### config.mk
export PLATFORM = sky130hd
export DESIGN_NAME = reg_console
export DESIGN_NICKNAME = d
export VERILOG_FILES = /design/src/rtl/reg_console.sv
export SDC_FILE = /design/constraint.sdc
export NUM_CORES = 1
export LEC_CHECK = 0
export CORE_ASPECT_RATIO = 0.5
export CORE_UTILIZATION = 59
export DETAILED_ROUTE_END_ITERATION = 7
export PLACE_DENSITY = 0.89
export SKIP_CTS_REPAIR_TIMING = 1
export SLEW_MARGIN = 25
export SYNTH_ARGS = -nofsm -noshare
export SYNTH_HDL_FRONTEND = slang
export SYNTH_SLANG_ARGS = --single-unit
### constraint.sdc
create_clock -name clk -period 4.3 [get_ports clk]
set_input_delay 1.075 -clock clk [delete_from_list [all_inputs] [get_ports clk]]
set_output_delay 1.075 -clock clk [all_outputs]
set_load 0.02 [all_outputs]
### src/rtl/reg_console.sv
// Console output controller: CPU register port, TX byte FIFO and an 8N1 UART
// transmitter with a programmable bit divisor.
module reg_console #(
  parameter int unsigned CLK_DIVIDE = 16,
  parameter int unsigned FIFO_DEPTH = 8
) (
  input  logic        clk,
  input  logic        reset_n,
  input  logic [6:0]  register_index,
  input  logic        register_read,
  input  logic        register_write,
  input  logic [15:0] register_write_value,
  output logic [15:0] register_read_value,
  output logic        uart_tx,
  output logic        tx_busy
);

  localparam int unsigned AW = $clog2(FIFO_DEPTH);
  localparam logic [AW:0] DEPTH_C = (AW+1)'(FIFO_DEPTH);
  localparam logic [6:0] IDX_TXDATA  = 7'd0;
  localparam logic [6:0] IDX_STATUS  = 7'd1;
  localparam logic [6:0] IDX_DIVISOR = 7'd2;

  typedef enum logic [1:0] {S_IDLE, S_START, S_DATA, S_STOP} tx_state_e;

  logic [7:0]    fifo_mem [FIFO_DEPTH];
  logic [AW-1:0] wr_ptr_q, rd_ptr_q;
  logic [AW:0]   count_q, count_d;
  logic          overflow_q, overflow_d;
  logic [15:0]   divisor_q, divisor_d;
  logic [15:0]   rdata_q, rdata_d;
  tx_state_e     state_q, state_d;
  logic [15:0]   timer_q, timer_d;
  logic [2:0]    bit_cnt_q, bit_cnt_d;
  logic [7:0]    shift_q, shift_d;
  logic          tx_q, tx_d;

  logic        full, empty, push_req, push, pop, bit_end;
  logic [15:0] reload, status;

  assign full     = (count_q == DEPTH_C);
  assign empty    = (count_q == '0);
  assign bit_end  = (timer_q == '0);
  assign push_req = register_write && (register_index == IDX_TXDATA);
  // A pop on the same edge frees the slot, so a push into a full FIFO still lands.
  assign pop      = !empty && ((state_q == S_IDLE) || (state_q == S_STOP && bit_end));
  assign push     = push_req && (!full || pop);
  assign reload   = (divisor_q == '0) ? 16'd0 : divisor_q - 16'd1;
  assign status   = {7'd0, 5'(count_q), overflow_q, tx_busy, empty, full};

  assign tx_busy             = (state_q != S_IDLE);
  assign uart_tx             = tx_q;
  assign register_read_value = rdata_q;

  // NOTE: every output of this block gets a default first so no latch is inferred.
  always_comb begin
    count_d    = count_q;
    overflow_d = overflow_q;
    divisor_d  = divisor_q;
    rdata_d    = rdata_q;
    state_d    = state_q;
    timer_d    = timer_q - 16'd1;
    bit_cnt_d  = bit_cnt_q;
    shift_d    = shift_q;

    case ({push, pop})
      2'b10:   count_d = count_q + 1'b1;
      2'b01:   count_d = count_q - 1'b1;
      default: count_d = count_q;
    endcase

    // Set is evaluated last so it wins over a same-cycle clear.
    if (register_write && register_index == IDX_STATUS && register_write_value[3])
      overflow_d = 1'b0;
    if (push_req && full && !pop)
      overflow_d = 1'b1;

    if (register_write && register_index == IDX_DIVISOR)
      divisor_d = register_write_value;

    if (register_read) begin
      case (register_index)
        IDX_STATUS:  rdata_d = status;
        IDX_DIVISOR: rdata_d = divisor_q;
        default:     rdata_d = '0;
      endcase
    end

    case (state_q)
      S_IDLE: begin
        timer_d = timer_q;
        if (pop) begin
          state_d = S_START;
          shift_d = fifo_mem[rd_ptr_q];
          timer_d = reload;
        end
      end
      S_START: if (bit_end) begin
        state_d   = S_DATA;
        bit_cnt_d = '0;
        timer_d   = reload;
      end
      S_DATA: if (bit_end) begin
        shift_d   = shift_q >> 1;
        bit_cnt_d = bit_cnt_q + 3'd1;
        timer_d   = reload;
        if (bit_cnt_q == 3'd7) state_d = S_STOP;
      end
      S_STOP: if (bit_end) begin
        timer_d = reload;
        if (pop) begin
          state_d = S_START;
          shift_d = fifo_mem[rd_ptr_q];
        end else begin
          state_d = S_IDLE;
        end
      end
      default: state_d = S_IDLE;
    endcase

    // The line is registered from next-state so the pin never glitches.
    case (state_d)
      S_START: tx_d = 1'b0;
      S_DATA:  tx_d = shift_d[0];
      default: tx_d = 1'b1;
    endcase
  end

  // NOTE: sequential state uses non-blocking assignments so every register
  // samples the pre-edge values regardless of statement order.
  always_ff @(posedge clk or negedge reset_n) begin
    if (!reset_n) begin
      wr_ptr_q   <= '0;
      rd_ptr_q   <= '0;
      count_q    <= '0;
      overflow_q <= 1'b0;
      divisor_q  <= 16'(CLK_DIVIDE);
      rdata_q    <= '0;
      state_q    <= S_IDLE;
      timer_q    <= '0;
      bit_cnt_q  <= '0;
      shift_q    <= '0;
      tx_q       <= 1'b1;
    end else begin
      if (push) wr_ptr_q <= wr_ptr_q + 1'b1;
      if (pop)  rd_ptr_q <= rd_ptr_q + 1'b1;
      count_q    <= count_d;
      overflow_q <= overflow_d;
      divisor_q  <= divisor_d;
      rdata_q    <= rdata_d;
      state_q    <= state_d;
      timer_q    <= timer_d;
      bit_cnt_q  <= bit_cnt_d;
      shift_q    <= shift_d;
      tx_q       <= tx_d;
    end
  end

  // NOTE: storage is left unreset; pointers and count alone define what is valid.
  always_ff @(posedge clk) begin
    if (push) fifo_mem[wr_ptr_q] <= register_write_value[7:0];
  end

endmodule

# == Yosys cells after proc, flatten, opt, wreduce, memory -nomap -nowiden ==
# Memory sizes are Yosys's and may differ from the RTL's.
# Index checks and enable logic that the tools add are counted.
# W data, S select, Z words.
# word_totals
ff_bits,73
ram_bits,64
input_bits,27
out_inout_bits,18
mem_count,1
# memory_table
name,depth,width,read_ports,rd_clocked_by_memory_dff,write_ports,line_no,text
fifo_mem,8,8,1,0,1,26,logic [7:0] fifo_mem [FIFO_DEPTH];
# op_classes
add_sub_neg,7
eq_ne,15
n_mux,25
n_reduce_logical,27
# op_table
op,n
$pmux W16 S2,2
$mux W16,3
$logic_not A16 Y1,2
$sub A16 B1 Y16 const B,2
$mux W8,3
$pmux W8 S3,1
$mux W2,5
$add A3 B1 Y3 const B,3
$logic_and A1 B1 Y1,9
$eq A2 B2 Y1 const B,4
$ne A2 B2 Y1 const B,4
$pmux W2 S4,1
$pmux W4 S2,1
$reduce_bool A2 Y1,4
$eq A7 B1 Y1 const B,1
$eq A7 B2 Y1 const B,1
$logic_not A7 Y1,1
$eq A2 B1 Y1 const B,3
$mux W3,2
$pmux W3 S2,1
$reduce_and A3 Y1,2
$mux W1,5
$add A4 B1 Y4 const B,1
$eq A4 B4 Y1 const B,1
other kinds (9),12

# == Longest topological paths before layout ==
# depth
depth_word,9
mapped_depth,15
depth_no_buf,13

# == Worst setup path before layout ==
# Ideal clock, no wire load.
# synth_path
path_type,input port to flip-flop
from,input port register_index[3]
to,register count_q[2]
setup_time_ps,132
t_arrival_ps,3608
path_slack_ps,560
stages,11
n_path_buf,1
cell_sequence,or4_1 -> nor4_1 -> nand2_2 -> ha_1 -> clkbuf_1 -> xor2_1 -> ha_1 -> a21oi_1 -> xor2_1 -> nor2_1 -> xor2_1
# synth_via
elab_chain_len,5
word_cells_on_any_way,7
classes_between,2 x eq/ne; 1 x mux; 4 x reduce/logical
# synth_lines
item,line_no,text
start: declaration,9,"input logic [6:0] register_index,"
$logic_not A7 Y1 (*),44,assign push_req = register_write && (register_index == IDX_TXDATA);
$logic_and A1 B1 Y1 (*),44,
$logic_and A1 B1 Y1 (*),47,assign push = push_req && (!full || pop);
$eq A2 B1 Y1 or $eq A2 B2 Y1 (tied branches),66,"case ({push, pop})"
$pmux W4 S2 or $reduce_bool A2 Y1 (tied branches),n/a,
end signal: assignment,147,count_q <= count_d;
end: declaration,28,"logic [AW:0] count_q, count_d;"
# Mark *: on every way between the ends. The rest lies on a longest branch, timed or not.
# A chain may end at the register's enable or synchronous reset.

# == Final worst setup path ==
# layout_path
from,register timer_q[0]
to,register count_q[2]
# layout_via
elab_chain_len,8
word_cells_on_any_way,10
classes_between,2 x eq/ne; 1 x mux; 7 x reduce/logical
# layout_lines
item,line_no,text
start: declaration,33,"logic [15:0] timer_q, timer_d;"
start signal: assignment,152,timer_q <= timer_d;
$logic_not A16 Y1 (*),43,assign bit_end = (timer_q == '0);
$logic_and A1 B1 Y1 (*),46,assign pop = !empty && ((state_q == S_IDLE) || (state_q == S_STOP && bit_end));
$logic_or A1 B1 Y1 (*),46,
$logic_and A1 B1 Y1 (*),46,
$logic_or A1 B1 Y1,47,
$logic_and A1 B1 Y1,47,
$eq A2 B1 Y1 or $eq A2 B2 Y1 (tied branches),66,
$pmux W4 S2 or $reduce_bool A2 Y1 (tied branches),n/a,
# Marked as above.

==> results.sh <==
export IMPL_outcome="finished, final reports clean"
export IMPL_fmax_mhz=268.8
export IMPL_yosys_top_cells_count="71 x sky130_fd_sc_hd__dfrtp_1, 64 x sky130_fd_sc_hd__edfxtp_1, 32 x sky130_fd_sc_hd__nor2_1, 32 x sky130_fd_sc_hd__o21ai_0, 28 x sky130_fd_sc_hd__a21oi_1"
export IMPL_die_area_um2=11500
export IMPL_io_buffer_count=44
export IMPL_post_synth_top_count_cell="sky130_fd_sc_hd__dfrtp_1"
export IMPL_synth_area_leader_cell="sky130_fd_sc_hd__edfxtp_1"
export IMPL_routed_via_count=4591
export IMPL_synthesis_area_per_instance_um2=12.52
export IMPL_report_final_setup_viol=0
export IMPL_critPathMaxFanout=14
export IMPL_num_fill_cells=621
export IMPL_cts_root_buf="sky130_fd_sc_hd__clkbuf_16"
export IMPL_gpl_final_weighted_congestion=0.8343
export IMPL_skew_ns=0.007825
export IMPL_worst_hold_class="flip-flop to flip-flop"
export IMPL_clockBufferDepth=2
export IMPL_clkLatencyLatePin_ns=0.43
export IMPL_die_width_um=150.7
export IMPL_drt_pass1_iterations=5
export IMPL_yosysTopAreaCellShare_pct=29.46
export IMPL_post_placement_setup_slack_ns=0.2264
export IMPL_finish_net_count=606
export IMPL_timing_setup_tns_ns=0
export IMPL_ctsHtreeMaxLevel=4
export IMPL_synth_seq_cells=137
export IMPL_cts_tree="yes"
export IMPL_synth_seq_area_share_pct=57.51
export IMPL_cts_buffers_inserted=17
export IMPL_setup_worst_path_class="flip-flop to flip-flop"
export IMPL_initial_standard_cell_utilization_of_the_core_pct=62.27
export IMPL_r2r_setup_slack_ns=0.58
export IMPL_fin_crit_ns=3.720
export IMPL_drc=0
export IMPL_report_final_slew_viol_count=0
export IMPL_wl_per_cell_um=20.75
export IMPL_final_critical_path_setup_slack_ns=0.5801
export IMPL_cp_arrival_ns=4.02
export IMPL_proportion_of_layout_cells_with_a_drive_suffix_above_1_pct=17.84
export IMPL_die_height_um=76.35
export IMPL_total_leakage_power_nw=2.932
export IMPL_synthesis_instances=521
export IMPL_insertedDiodeCount=0
export IMPL_power_per_cell_area_nw_per_um2=550.5
export IMPL_ffs_w_async_s_r_synth_pct=53.28
export IMPL_core_area_um2=10480
export IMPL_grt_first_pass_wirelength_um=24310
export IMPL_post_route_util_pct=73.50
export IMPL_grt_overflow=0
export IMPL_critical_path_required_ns=4.60
export IMPL_grt_start_max_net_pins=44
export IMPL_final_antenna_net_count=0
export IMPL_top_level_ports=45
export IMPL_ys_warnings_count=0
export IMPL_cts_sinks=137
export IMPL_hpwl_um=9329
export IMPL_grt_setup_unrepaired="false"
export IMPL_grt_antenna_before_repair=0
export IMPL_dr_first_iter_drc_count=481
export IMPL_number_of_synthesized_flops_with_an_enable_pin=64
export IMPL_worstMarginPinSlew_ns=0.9886
export IMPL_vias_in_the_first_global_route=4560
export IMPL_timing_final_crit_share_pct=86.51
export IMPL_routed_wl_um=15000
export IMPL_synth_main_ff_cell="sky130_fd_sc_hd__dfrtp_1"
export IMPL_yosys_top_cells_area="sky130_fd_sc_hd__edfxtp_1 29%, sky130_fd_sc_hd__dfrtp_1 27%, sky130_fd_sc_hd__mux4_2 5.5%"
export IMPL_cap_viol_max_count=0
export IMPL_start_kind="flip-flop"
export IMPL_max_vdd_ir_drop_mv=0.3338
export IMPL_synth_cell_types=64
export IMPL_grt_util_all_layers_pct=28.75
export IMPL_core_rowCount=26
export IMPL_end_kind="flip-flop"
export IMPL_hold_viol_final=0
export IMPL_layout_area_overhead_vs_synth_pct=18.03
export IMPL_via_per_inst=6.350
export IMPL_mappedNetlistArea_um2=6523
export IMPL_clkTransAtPathRegs_ns=0.06
export IMPL_postSynthNetCount=557
export IMPL_max_slew_margin_pct=33.48
-- sequential cells by signal, indices dropped and copies added (netlist names), 3 cells and up --
name,flops
bit_cnt_q,3
shift_q,8
rd_ptr_q,3
fifo_mem,64
register_read_value,16
count_q,4
wr_ptr_q,3
timer_q,16
divisor_q,16
-- path summary, 6_finish.rpt --
kind                            start          to  cells past startpoint
max                        timer_q[0]  count_q[2]                     14
min                        overflow_q  overflow_q                      2
max reg2reg                timer_q[0]  count_q[2]                     14
min reg2reg                overflow_q  overflow_q                      2
max in group asynchronous     reset_n     uart_tx                      2
min in group asynchronous     reset_n  count_q[1]                      1
-- layout make-up --
type	instances	area [um2]	area share, %
multi-input cells	337	2576	33.46
inverters	17	63.81	0.8289
repair buffers	60	553.0	7.183
flip-flops and latches	137	3752	48.74
well taps	140	175.2	2.275
clock inverters	15	152.6	1.983
clock buffers	17	425.4	5.526
-- layout by cell type (no fill, tap or decap), types with 7 or more instances in the layout --
cell type and instances:
sky130_fd_sc_hd__dfrtp_1 70, sky130_fd_sc_hd__ha_1 9, sky130_fd_sc_hd__xnor2_1 13, sky130_fd_sc_hd__mux2i_1 7, sky130_fd_sc_hd__or4_1 8, sky130_fd_sc_hd__inv_1 17, sky130_fd_sc_hd__mux4_2 16, sky130_fd_sc_hd__nor3_1 14
sky130_fd_sc_hd__o21ai_0 32, sky130_fd_sc_hd__a21oi_1 28, sky130_fd_sc_hd__nand2_1 26, sky130_fd_sc_hd__nor4_1 14, sky130_fd_sc_hd__clkbuf_16 17, sky130_fd_sc_hd__clkdlybuf4s50_1 42, sky130_fd_sc_hd__mux2_2 21, sky130_fd_sc_hd__xor2_1 12
sky130_fd_sc_hd__nand3_1 16, sky130_fd_sc_hd__buf_4 17, sky130_fd_sc_hd__a22oi_1 9, sky130_fd_sc_hd__edfxtp_1 64, sky130_fd_sc_hd__nor2_1 32
-- per-layer routing --
metal  up-vias  share of wire (%)  GRT usage, %
met5         -                  0             0
met4         0                1.8         9.700
met3        29                7.0         7.186
met2       214                 50         45.94
met1      2273                 41         38.63
li1       2075                  -             -
-- critical path, stage by stage, from the launching register on --
cell	delay [ns]
sky130_fd_sc_hd__dfrtp_1	0.39
sky130_fd_sc_hd__inv_1	0.10
sky130_fd_sc_hd__ha_1	0.20
sky130_fd_sc_hd__or4b_1	0.69
sky130_fd_sc_hd__nor4_4	0.34
sky130_fd_sc_hd__buf_4	0.23
sky130_fd_sc_hd__a21o_1	0.23
sky130_fd_sc_hd__nand2_2	0.17
sky130_fd_sc_hd__ha_1	0.33
sky130_fd_sc_hd__xor2_1	0.18
sky130_fd_sc_hd__ha_1	0.19
sky130_fd_sc_hd__a21oi_1	0.14
sky130_fd_sc_hd__xor2_1	0.17
sky130_fd_sc_hd__nor2_1	0.08
sky130_fd_sc_hd__xor2_1	0.15
-- power breakdown --
part	internal (mW)	switching [mW]	leakage, nW
clock	0.772	0.653	0.280
sequential	1.55	0.283	1.51
combinational	0.483	0.501	1.14
total	2.80	1.44	2.93
-- stage by stage --
step | instance area [um2] | power (mW) | hold slack (ns) | std cells
floorplan | 6523 | 2.516 | 0.4487 | 521
global placement | 7122 | 2.731 | 0.4711 | 691
detailed placement | 7122 | 2.784 | 0.4882 | 691
CTS | 7700 | 4.237 | 0.5021 | 723
global route | 7699 | 4.430 | 0.5354 | 723
finish | 7699 | 4.238 | 0.5074 | 723
-- kinds of logic (layout without fill, tap and decap cells) --
| family | after synthesis | count (layout) | share of synthesized area, % |
|---|---|---|---|
| compound gates | 107 | 107 | 10.67 |
| xor+xnor | 25 | 25 | 3.357 |
| fa+ha+maj | 9 | 9 | 1.726 |
| buf+inv | 47 | 109 | 2.993 |
| flops | 137 | 137 | 57.51 |
| mux | 44 | 44 | 10.22 |
| simple gates | 152 | 152 | 13.52 |
(Power assumes the default switching activity.)
